===== config.mk =====
export PLATFORM = sky130hd
export DESIGN_NAME = pupil_centroid_flat
export DESIGN_NICKNAME = d
export VERILOG_FILES = /design/src/rtl/pupil_centroid_if.sv /design/src/rtl/pupil_centroid.sv /design/src/flat_wrapper.sv
export SDC_FILE = /design/constraint.sdc
export NUM_CORES = 1
export LEC_CHECK = 0
export ABC_AREA = 1
export CELL_PAD_IN_SITES_DETAIL_PLACEMENT = 1
export CELL_PAD_IN_SITES_GLOBAL_PLACEMENT = 1
export CORE_MARGIN = 4
export CORE_UTILIZATION = 35
export CTS_CLUSTER_SIZE = 24
export DETAILED_ROUTE_END_ITERATION = 8
export PLACE_DENSITY_LB_ADDON = 0.1
export SLEW_MARGIN = 0
export SYNTH_ARGS = -nofsm -noshare
export SYNTH_HDL_FRONTEND = slang
export SYNTH_SLANG_ARGS = --single-unit

===== constraint.sdc =====
create_clock -name CLK -period 11.3 [get_ports CLK]
set_clock_uncertainty 0.05 [all_clocks]
set_input_delay 2.825 -clock CLK [delete_from_list [all_inputs] [get_ports CLK]]
set_output_delay 2.825 -clock CLK [all_outputs]
set_load 0.02 [all_outputs]

===== src/rtl/pupil_centroid_if.sv =====
// Camera Link stream in / centroid result out for pupil_centroid.
// CENTROID_ROI_EN adds the region-of-interest bounds to the bundle.
interface pupil_centroid_if #(
  parameter int X_WIDTH   = 10,
  parameter int Y_WIDTH   = 10,
  parameter int CNT_WIDTH = 19
);
  logic                 iFVAL, iLVAL, iDVAL;
  logic [7:0]           iDATA_L, iDATA_R, iTHRESHOLD;
`ifdef CENTROID_ROI_EN
  logic [X_WIDTH-1:0]   iROI_X0, iROI_X1;
  logic [Y_WIDTH-1:0]   iROI_Y0, iROI_Y1;
`endif
  logic [X_WIDTH-1:0]   oPOINT_X;
  logic [Y_WIDTH-1:0]   oPOINT_Y;
  logic [CNT_WIDTH-1:0] oCOUNT;
  logic                 oVALID, oFOUND, oBUSY, oDROP;

`ifdef CENTROID_ROI_EN
  modport master (output iFVAL, iLVAL, iDVAL, iDATA_L, iDATA_R, iTHRESHOLD,
                         iROI_X0, iROI_X1, iROI_Y0, iROI_Y1,
                  input  oPOINT_X, oPOINT_Y, oCOUNT, oVALID, oFOUND, oBUSY, oDROP);
  modport slave  (input  iFVAL, iLVAL, iDVAL, iDATA_L, iDATA_R, iTHRESHOLD,
                         iROI_X0, iROI_X1, iROI_Y0, iROI_Y1,
                  output oPOINT_X, oPOINT_Y, oCOUNT, oVALID, oFOUND, oBUSY, oDROP);
`else
  modport master (output iFVAL, iLVAL, iDVAL, iDATA_L, iDATA_R, iTHRESHOLD,
                  input  oPOINT_X, oPOINT_Y, oCOUNT, oVALID, oFOUND, oBUSY, oDROP);
  modport slave  (input  iFVAL, iLVAL, iDVAL, iDATA_L, iDATA_R, iTHRESHOLD,
                  output oPOINT_X, oPOINT_Y, oCOUNT, oVALID, oFOUND, oBUSY, oDROP);
`endif
endinterface


===== src/rtl/pupil_centroid.sv =====
// Dark-pixel centroid of each camera frame, one shared restoring divider for x and y.
// Define CENTROID_ROI_EN to restrict accumulation to a per-frame region of interest.
module pupil_centroid #(
  parameter int X_WIDTH   = 10,
  parameter int Y_WIDTH   = 10,
  parameter int CNT_WIDTH = 19,
  parameter int SUM_WIDTH = 29,
  parameter int MIN_COUNT = 4
)(
  input  logic           CLK,
  input  logic           RST,
  pupil_centroid_if.slave bus
);
  localparam int BW = $clog2(SUM_WIDTH + 1);
  localparam int CW = X_WIDTH - 1;

  typedef enum logic [1:0] {IDLE, DIV_X, DIV_Y, DONE} state_t;
  state_t state, state_nx;

  logic       fval_r, lval_r, dval_r, fval_d, lval_d;
  logic [7:0] data_l_r, data_r_r, thr_r;

  always_ff @(posedge CLK or posedge RST)
    if (RST) begin
      {fval_r, lval_r, dval_r, fval_d, lval_d} <= '0;
      data_l_r <= '0; data_r_r <= '0; thr_r <= '0;
    end else begin
      fval_r   <= bus.iFVAL;  lval_r   <= bus.iLVAL;  dval_r <= bus.iDVAL;
      data_l_r <= bus.iDATA_L; data_r_r <= bus.iDATA_R; thr_r <= bus.iTHRESHOLD;
      fval_d   <= fval_r;     lval_d   <= lval_r;
    end

  logic frame_start, frame_end, line_end, beat;
  assign frame_start = fval_r & ~fval_d;
  assign frame_end   = ~fval_r & fval_d;
  assign line_end    = ~lval_r & lval_d;
  assign beat        = fval_r & lval_r & dval_r;

  logic [CW-1:0]      col;
  logic [Y_WIDTH-1:0] y;
  logic [X_WIDTH-1:0] x_l, x_r;
  logic               hit_l, hit_r;
  assign x_l = {col, 1'b0};
  assign x_r = {col, 1'b1};

`ifdef CENTROID_ROI_EN
  logic [X_WIDTH-1:0] roi_x0, roi_x1;
  logic [Y_WIDTH-1:0] roi_y0, roi_y1;
  logic               y_in;

  always_ff @(posedge CLK or posedge RST)
    if (RST) begin
      roi_x0 <= '0; roi_x1 <= '0; roi_y0 <= '0; roi_y1 <= '0;
    end else if (frame_start) begin
      roi_x0 <= bus.iROI_X0; roi_x1 <= bus.iROI_X1;
      roi_y0 <= bus.iROI_Y0; roi_y1 <= bus.iROI_Y1;
    end

  assign y_in  = (y >= roi_y0) && (y <= roi_y1);
  assign hit_l = (data_l_r < thr_r) && y_in && (x_l >= roi_x0) && (x_l <= roi_x1);
  assign hit_r = (data_r_r < thr_r) && y_in && (x_r >= roi_x0) && (x_r <= roi_x1);
`else
  assign hit_l = data_l_r < thr_r;
  assign hit_r = data_r_r < thr_r;
`endif

  logic [SUM_WIDTH-1:0] sum_x, sum_y, add_x, add_y;
  logic [CNT_WIDTH-1:0] cnt, add_c;
  assign add_x = (hit_l ? SUM_WIDTH'(x_l) : '0) + (hit_r ? SUM_WIDTH'(x_r) : '0);
  assign add_y = (hit_l ? SUM_WIDTH'(y) : '0) + (hit_r ? SUM_WIDTH'(y) : '0);
  assign add_c = CNT_WIDTH'(hit_l) + CNT_WIDTH'(hit_r);

  always_ff @(posedge CLK or posedge RST)
    if (RST) begin
      sum_x <= '0; sum_y <= '0; cnt <= '0; col <= '0; y <= '0;
    end else if (frame_start) begin
      sum_x <= '0; sum_y <= '0; cnt <= '0; col <= '0; y <= '0;
    end else begin
      if (beat) begin
        sum_x <= sum_x + add_x;
        sum_y <= sum_y + add_y;
        cnt   <= cnt + add_c;
      end
      if (line_end) begin
        col <= '0;
        if (fval_r) y <= y + Y_WIDTH'(1);
      end else if (beat) begin
        col <= col + CW'(1);
      end
    end

  // dq shifts the dividend out of the top while quotient bits enter at the bottom
  logic [SUM_WIDTH-1:0] dq, dq_nx, hold_y, q_x;
  logic [CNT_WIDTH-1:0] hold_cnt, rem;
  logic [CNT_WIDTH:0]   rem_sh, rem_diff;
  logic [BW-1:0]        bit_cnt;
  logic                 q_bit, last_bit, enough, found;

  assign rem_sh   = {rem, dq[SUM_WIDTH-1]};
  assign rem_diff = rem_sh - {1'b0, hold_cnt};
  assign q_bit    = rem_sh >= {1'b0, hold_cnt};
  assign dq_nx    = {dq[SUM_WIDTH-2:0], q_bit};
  assign last_bit = bit_cnt == BW'(SUM_WIDTH - 1);
  assign enough   = (cnt >= CNT_WIDTH'(MIN_COUNT)) && (cnt != '0);

  always_ff @(posedge CLK or posedge RST)
    if (RST) state <= IDLE;
    else     state <= state_nx;

  always_comb begin
    state_nx = state;
    case (state)
      IDLE:    if (frame_end) state_nx = enough ? DIV_X : DONE;
      DIV_X:   if (last_bit)  state_nx = DIV_Y;
      DIV_Y:   if (last_bit)  state_nx = DONE;
      DONE:    state_nx = IDLE;
      default: state_nx = IDLE;
    endcase
  end

  always_ff @(posedge CLK or posedge RST)
    if (RST) begin
      dq <= '0; hold_y <= '0; hold_cnt <= '0; q_x <= '0;
      rem <= '0; bit_cnt <= '0; found <= 1'b0;
    end else begin
      case (state)
        IDLE: if (frame_end) begin
          dq <= sum_x; hold_y <= sum_y; hold_cnt <= cnt; found <= enough;
          rem <= '0; bit_cnt <= '0;
        end
        DIV_X, DIV_Y: begin
          if (last_bit && state == DIV_X) begin
            q_x <= dq_nx; dq <= hold_y; rem <= '0; bit_cnt <= '0;
          end else begin
            dq  <= dq_nx;
            rem <= q_bit ? rem_diff[CNT_WIDTH-1:0] : rem_sh[CNT_WIDTH-1:0];
            bit_cnt <= bit_cnt + BW'(1);
          end
        end
        default: ;
      endcase
    end

  // in DONE, dq holds the y quotient
  logic [X_WIDTH-1:0]   sat_x, pt_x;
  logic [Y_WIDTH-1:0]   sat_y, pt_y;
  logic [CNT_WIDTH-1:0] o_count;
  logic                 o_valid, o_found, o_drop;
  assign sat_x = (q_x > SUM_WIDTH'({X_WIDTH{1'b1}})) ? {X_WIDTH{1'b1}} : q_x[X_WIDTH-1:0];
  assign sat_y = (dq  > SUM_WIDTH'({Y_WIDTH{1'b1}})) ? {Y_WIDTH{1'b1}} : dq[Y_WIDTH-1:0];

  always_ff @(posedge CLK or posedge RST)
    if (RST) begin
      pt_x <= '0; pt_y <= '0; o_count <= '0;
      o_valid <= 1'b0; o_found <= 1'b0; o_drop <= 1'b0;
    end else begin
      o_valid <= state == DONE;
      o_drop  <= frame_end && (state != IDLE);
      if (state == DONE) begin
        o_count <= hold_cnt;
        o_found <= found;
        if (found) begin
          pt_x <= sat_x;
          pt_y <= sat_y;
        end
      end
    end

  assign bus.oPOINT_X = pt_x;
  assign bus.oPOINT_Y = pt_y;
  assign bus.oCOUNT   = o_count;
  assign bus.oVALID   = o_valid;
  assign bus.oFOUND   = o_found;
  assign bus.oDROP    = o_drop;
  assign bus.oBUSY    = (state == DIV_X) || (state == DIV_Y);
endmodule


===== src/flat_wrapper.sv =====
// flat-port wrapper written by rule: the top's interface ports become plain ports
module pupil_centroid_flat 
#(
  parameter int X_WIDTH   = 10,
  parameter int Y_WIDTH   = 10,
  parameter int CNT_WIDTH = 19,
  parameter int SUM_WIDTH = 29,
  parameter int MIN_COUNT = 4
)
  (CLK, RST, bus_iFVAL, bus_iLVAL, bus_iDVAL, bus_iDATA_L, bus_iDATA_R, bus_iTHRESHOLD, bus_oPOINT_X, bus_oPOINT_Y, bus_oCOUNT, bus_oVALID, bus_oFOUND, bus_oBUSY, bus_oDROP);
  pupil_centroid_if #(.X_WIDTH(X_WIDTH), .Y_WIDTH(Y_WIDTH), .CNT_WIDTH(CNT_WIDTH)) bus_i ();
  input  logic CLK;
  input  logic RST;
  input wire logic [$bits(bus_i.iFVAL)-1:0] bus_iFVAL;
  input wire logic [$bits(bus_i.iLVAL)-1:0] bus_iLVAL;
  input wire logic [$bits(bus_i.iDVAL)-1:0] bus_iDVAL;
  input wire logic [$bits(bus_i.iDATA_L)-1:0] bus_iDATA_L;
  input wire logic [$bits(bus_i.iDATA_R)-1:0] bus_iDATA_R;
  input wire logic [$bits(bus_i.iTHRESHOLD)-1:0] bus_iTHRESHOLD;
  output wire logic [$bits(bus_i.oPOINT_X)-1:0] bus_oPOINT_X;
  output wire logic [$bits(bus_i.oPOINT_Y)-1:0] bus_oPOINT_Y;
  output wire logic [$bits(bus_i.oCOUNT)-1:0] bus_oCOUNT;
  output wire logic [$bits(bus_i.oVALID)-1:0] bus_oVALID;
  output wire logic [$bits(bus_i.oFOUND)-1:0] bus_oFOUND;
  output wire logic [$bits(bus_i.oBUSY)-1:0] bus_oBUSY;
  output wire logic [$bits(bus_i.oDROP)-1:0] bus_oDROP;
  assign bus_i.iFVAL = bus_iFVAL;
  assign bus_i.iLVAL = bus_iLVAL;
  assign bus_i.iDVAL = bus_iDVAL;
  assign bus_i.iDATA_L = bus_iDATA_L;
  assign bus_i.iDATA_R = bus_iDATA_R;
  assign bus_i.iTHRESHOLD = bus_iTHRESHOLD;
  assign bus_oPOINT_X = bus_i.oPOINT_X;
  assign bus_oPOINT_Y = bus_i.oPOINT_Y;
  assign bus_oCOUNT = bus_i.oCOUNT;
  assign bus_oVALID = bus_i.oVALID;
  assign bus_oFOUND = bus_i.oFOUND;
  assign bus_oBUSY = bus_i.oBUSY;
  assign bus_oDROP = bus_i.oDROP;
  pupil_centroid #(.X_WIDTH(X_WIDTH), .Y_WIDTH(Y_WIDTH), .CNT_WIDTH(CNT_WIDTH), .SUM_WIDTH(SUM_WIDTH), .MIN_COUNT(MIN_COUNT)) u_core (.CLK(CLK), .RST(RST), .bus(bus_i));
endmodule

==> run summary <==
worst r2r path cells = 23
Seq/Total Area, Yosys = 45.5%
Worst Hold Depth = 0
Worst setup SP type = register
largest family of logic cells by synthesized area = simple AND/OR/NAND/NOR gates
Post-DRT Antenna Nets = 0
Max IR drop VDD = 147 uV
status = finished clean
IO Port Bufs = 71
CTS Buf Count = 38
Post-Synth XOR/XNOR Area = 0.689%
worst hold path class = register to register
post-synthesis compound-gate area fraction = 11.7%
initial antenna violation count = 0
sw frac = 38.9%
area grow syn2layout = 15.5%
placed instance area = 17800 um^2
Clk pwr share = 31.3%
Mapped Cells = 2122
first-pass GRT wire length = 78400 um
cell area after synthesis = 16500 um^2
mux share of post-synthesis cell area = 0.0682%
fillers = 5693
Setup Viol. Count Final = 0
H-Tree Depth = 2
syn avg cell area = 7.78 um^2
clock transition at the registers of the reported paths = 0.06 ns
Max-slew headroom = 21.6%
RSZ-0062 raised after global routing = false
Yosys reg bits = 300
Pint = 2460 uW
adder-cell share of the synthesized area = 7.71%
Required @ worst endpoint = 8.43 ns
Synth top area share = 45.5%
# IOs = 72
Slew Limit Fails = 0
# hold bufs at CTS = 0
CTS tree = yes
worst hold path endpoint = u_core.lval_d
Layout Nets = 2294
final core occ = 41.0%
Pleak = 0.00923 uW
Max Fclk = 0.205 GHz
Avg Vias per Cell = 4.97
TritonCTS Sinks = 300
DR vias = 13982
ys async rst share = 100%
RR Endpoint = u_core.sum_x[17]
synth top area cells = dfrtp_1 (45%), nand2_1 (13%), inv_1 (6.9%)
number of synthesized flops with an enable pin = 0
CTS root buffer = clkbuf_16
CP max-delay cell = clkdlybuf4s50_1
layout cell share with drive strength beyond 1 = 4.99%
final hold vios = 0
Hold Crit Start = u_core.lval_r
TNS Setup = 0 ns
yosys warns = 0
Critical R2R Launch = u_core.thr_r[1]
met3 WL post-DR = 1470 um
routed length per instance = 16.8 um
post-detail-place hpwl = 34000 um
Tot GR Track Use = 19.0%
# DRC = 0
antenna diode count = 0
Final Instance Area = 19100 um^2
WS Path Type = register to output pin
Netlist cell types = 48
ys flop type = dfrtp_1
grt total ovfl = 0
die width = 225 um
max-cap violations = 0
highest metal used = met4
Yosys top cell by area = dfrtp_1
die area = 50700 um^2
Mapped Nets = 2239
worst-margin pin slew = 1.17 ns
DRT iter0 DRCs = 737
row cnt = 79
sequential power share = 32.4%
worst-path cell chain = inv_1 > ha_1 > clkdlybuf4s50_1
post-route clock period utilization = 43.2%
Post-Synth Simple-Gate Area = 25.3%
worst skew pair latency = 0.55 ns
Initial Utilization = 35.5%
largest net degree at the start of global routing = 178
Fin Hold WS = 0.360 ns
PwrDens = 211 nW/um^2
Worst Setup End Kind = output pin
Power Total = 4020 uW
drt total wl = 47300 um
Initial DRT Pass Iterations = 5
WL met2 = 21400 um
clk buf depth = 3
post-layout min period = 4.88 ns
max incr delay on CP = 0.66 ns
vias in the first global route = 14667
R2R setup slack = 7.00 ns
postcts setup bufs = 0
CP max FO = 4
Net Sw Power = 1570 uW
core region area = 46600 um^2
Post-CTS Resized = 0
routability-driven placement congestion ratio = 0.817
crit path DAT = 2.01 ns
wire length on met1 = 23700 um
Die Ht = 225 um
Comb power frac = 36.3%
[cell usage in the layout (no fill, tap or decap), types with 7 or more instances in the layout]
master             n
nand2_1          572
inv_1            303
dfrtp_1          300
o21ai_0          177
nor2_1           170
a21oi_1           99
nand3_1           93
clkdlybuf4s50_1   71
ha_1              65
nor3_1            58
clkbuf_16         41
nand4_1           27
fa_1              23
o21ai_1           21
o221ai_1          20
nand3b_1          13
inv_2             12
nor4_1            12
nand2_2           11
o22ai_1           10
buf_4              9
clkbuf_8           8
xnor2_1            7
clkbuf_1           7
[final cells by class]
type                       instances  area (um^2)  share of cell area, %
multi-input combinational       1438         7510                   39.4
sequential                       300         7510                   39.4
inverter                         318         1200                   6.30
clock buffer                      56         1160                   6.09
timing repair buffer              81          798                   4.18
tap                              607          759                   3.98
clock inverter                    11          135                  0.708
[Yosys cell counts, types with 4 or more instances]
master and instances:
a211oi_1 4, a21oi_1 99, a31oi_1 6, buf_2 19
buf_4 4, clkbuf_1 38, dfrtp_1 300, fa_1 23
ha_1 65, inv_1 304, inv_2 12, nand2_1 574
nand2_2 9, nand3_1 93, nand3b_1 13, nand4_1 27
nor2_1 171, nor3_1 58, nor4_1 12, o2111ai_1 5
o21a_1 4, o21ai_0 177, o21ai_1 21, o221ai_1 20
o22ai_1 10, xnor2_1 7, xor2_1 6
[metal layers]
layer,vias to the layer above,GRT usage [%]
met5,-,0
met4,0,3.79
met3,42,2.94
met2,130,30.8
met1,6871,27.3
li1,6939,-
[metrics by stage]
| step | cells | worst slack (ns) |
|---|---|---|
| 2_1_floorplan | 2122 | 0.136 |
| 3_3_place_gp | 2744 | 6.18 |
| 3_5_place_dp | 2744 | 6.21 |
| 4_1_cts | 2811 | 6.37 |
| 5_1_grt | 2811 | 6.33 |
| 6_report | 2811 | 6.42 |
[critical path: cells and delay by family (launching register included)]
| family | cells | cell delay (ns) |
|---|---|---|
| flops | 1 | 0.39 |
| buf+inv | 2 | 0.74 |
| fa+ha+maj | 1 | 0.31 |
[worst max-delay path by stage]
stage	start	to	slack (ns)	cells after the start
finish	u_core.state[1]	bus_oBUSY	6.42	3
global route	u_core.state[0]	bus_oBUSY	6.33	3
global placement	RST	u_core.bus.oPOINT_X[8]	6.18	3
detailed placement	RST	u_core.q_x[25]	6.21	3
CTS	u_core.state[0]	bus_oBUSY	6.37	3
floorplan	RST	u_core.bit_cnt[0]	0.14	1
[state kept, by name, summed over array words and instances (netlist names), 19 cells and up]
register           flops
u_core.bus.oCOUNT     19
u_core.cnt            19
u_core.dq             29
u_core.hold_cnt       19
u_core.hold_y         29
u_core.q_x            29
u_core.rem            19
u_core.sum_x          29
u_core.sum_y          29
[logic make-up (layout without fill, tap and decap cells)]
| family | after synthesis | in the layout |
|---|---|---|
| AND/OR/NAND/NOR | 982 | 982 |
| multiplexers | 1 | 1 |
| adder cells (fa/ha/maj) | 88 | 88 |
| flip-flops | 300 | 300 |
| AO/OA/AOI/OAI | 354 | 354 |
| buffers and inverters | 384 | 466 |
| XOR/XNOR | 13 | 13 |
[power by group through the flow]
| stage | Sequential (uW) | Clock, uW | Combinational, uW |
|---|---|---|---|
| floorplan | 1350 | 0 | 1020 |
| global placement | 1320 | 0 | 1450 |
| detailed placement | 1320 | 0 | 1480 |
| CTS | 1310 | 1300 | 1480 |
| global route | 1320 | 1350 | 1660 |
| finish | 1310 | 1260 | 1460 |
Power figures use the tool's default switching activity.
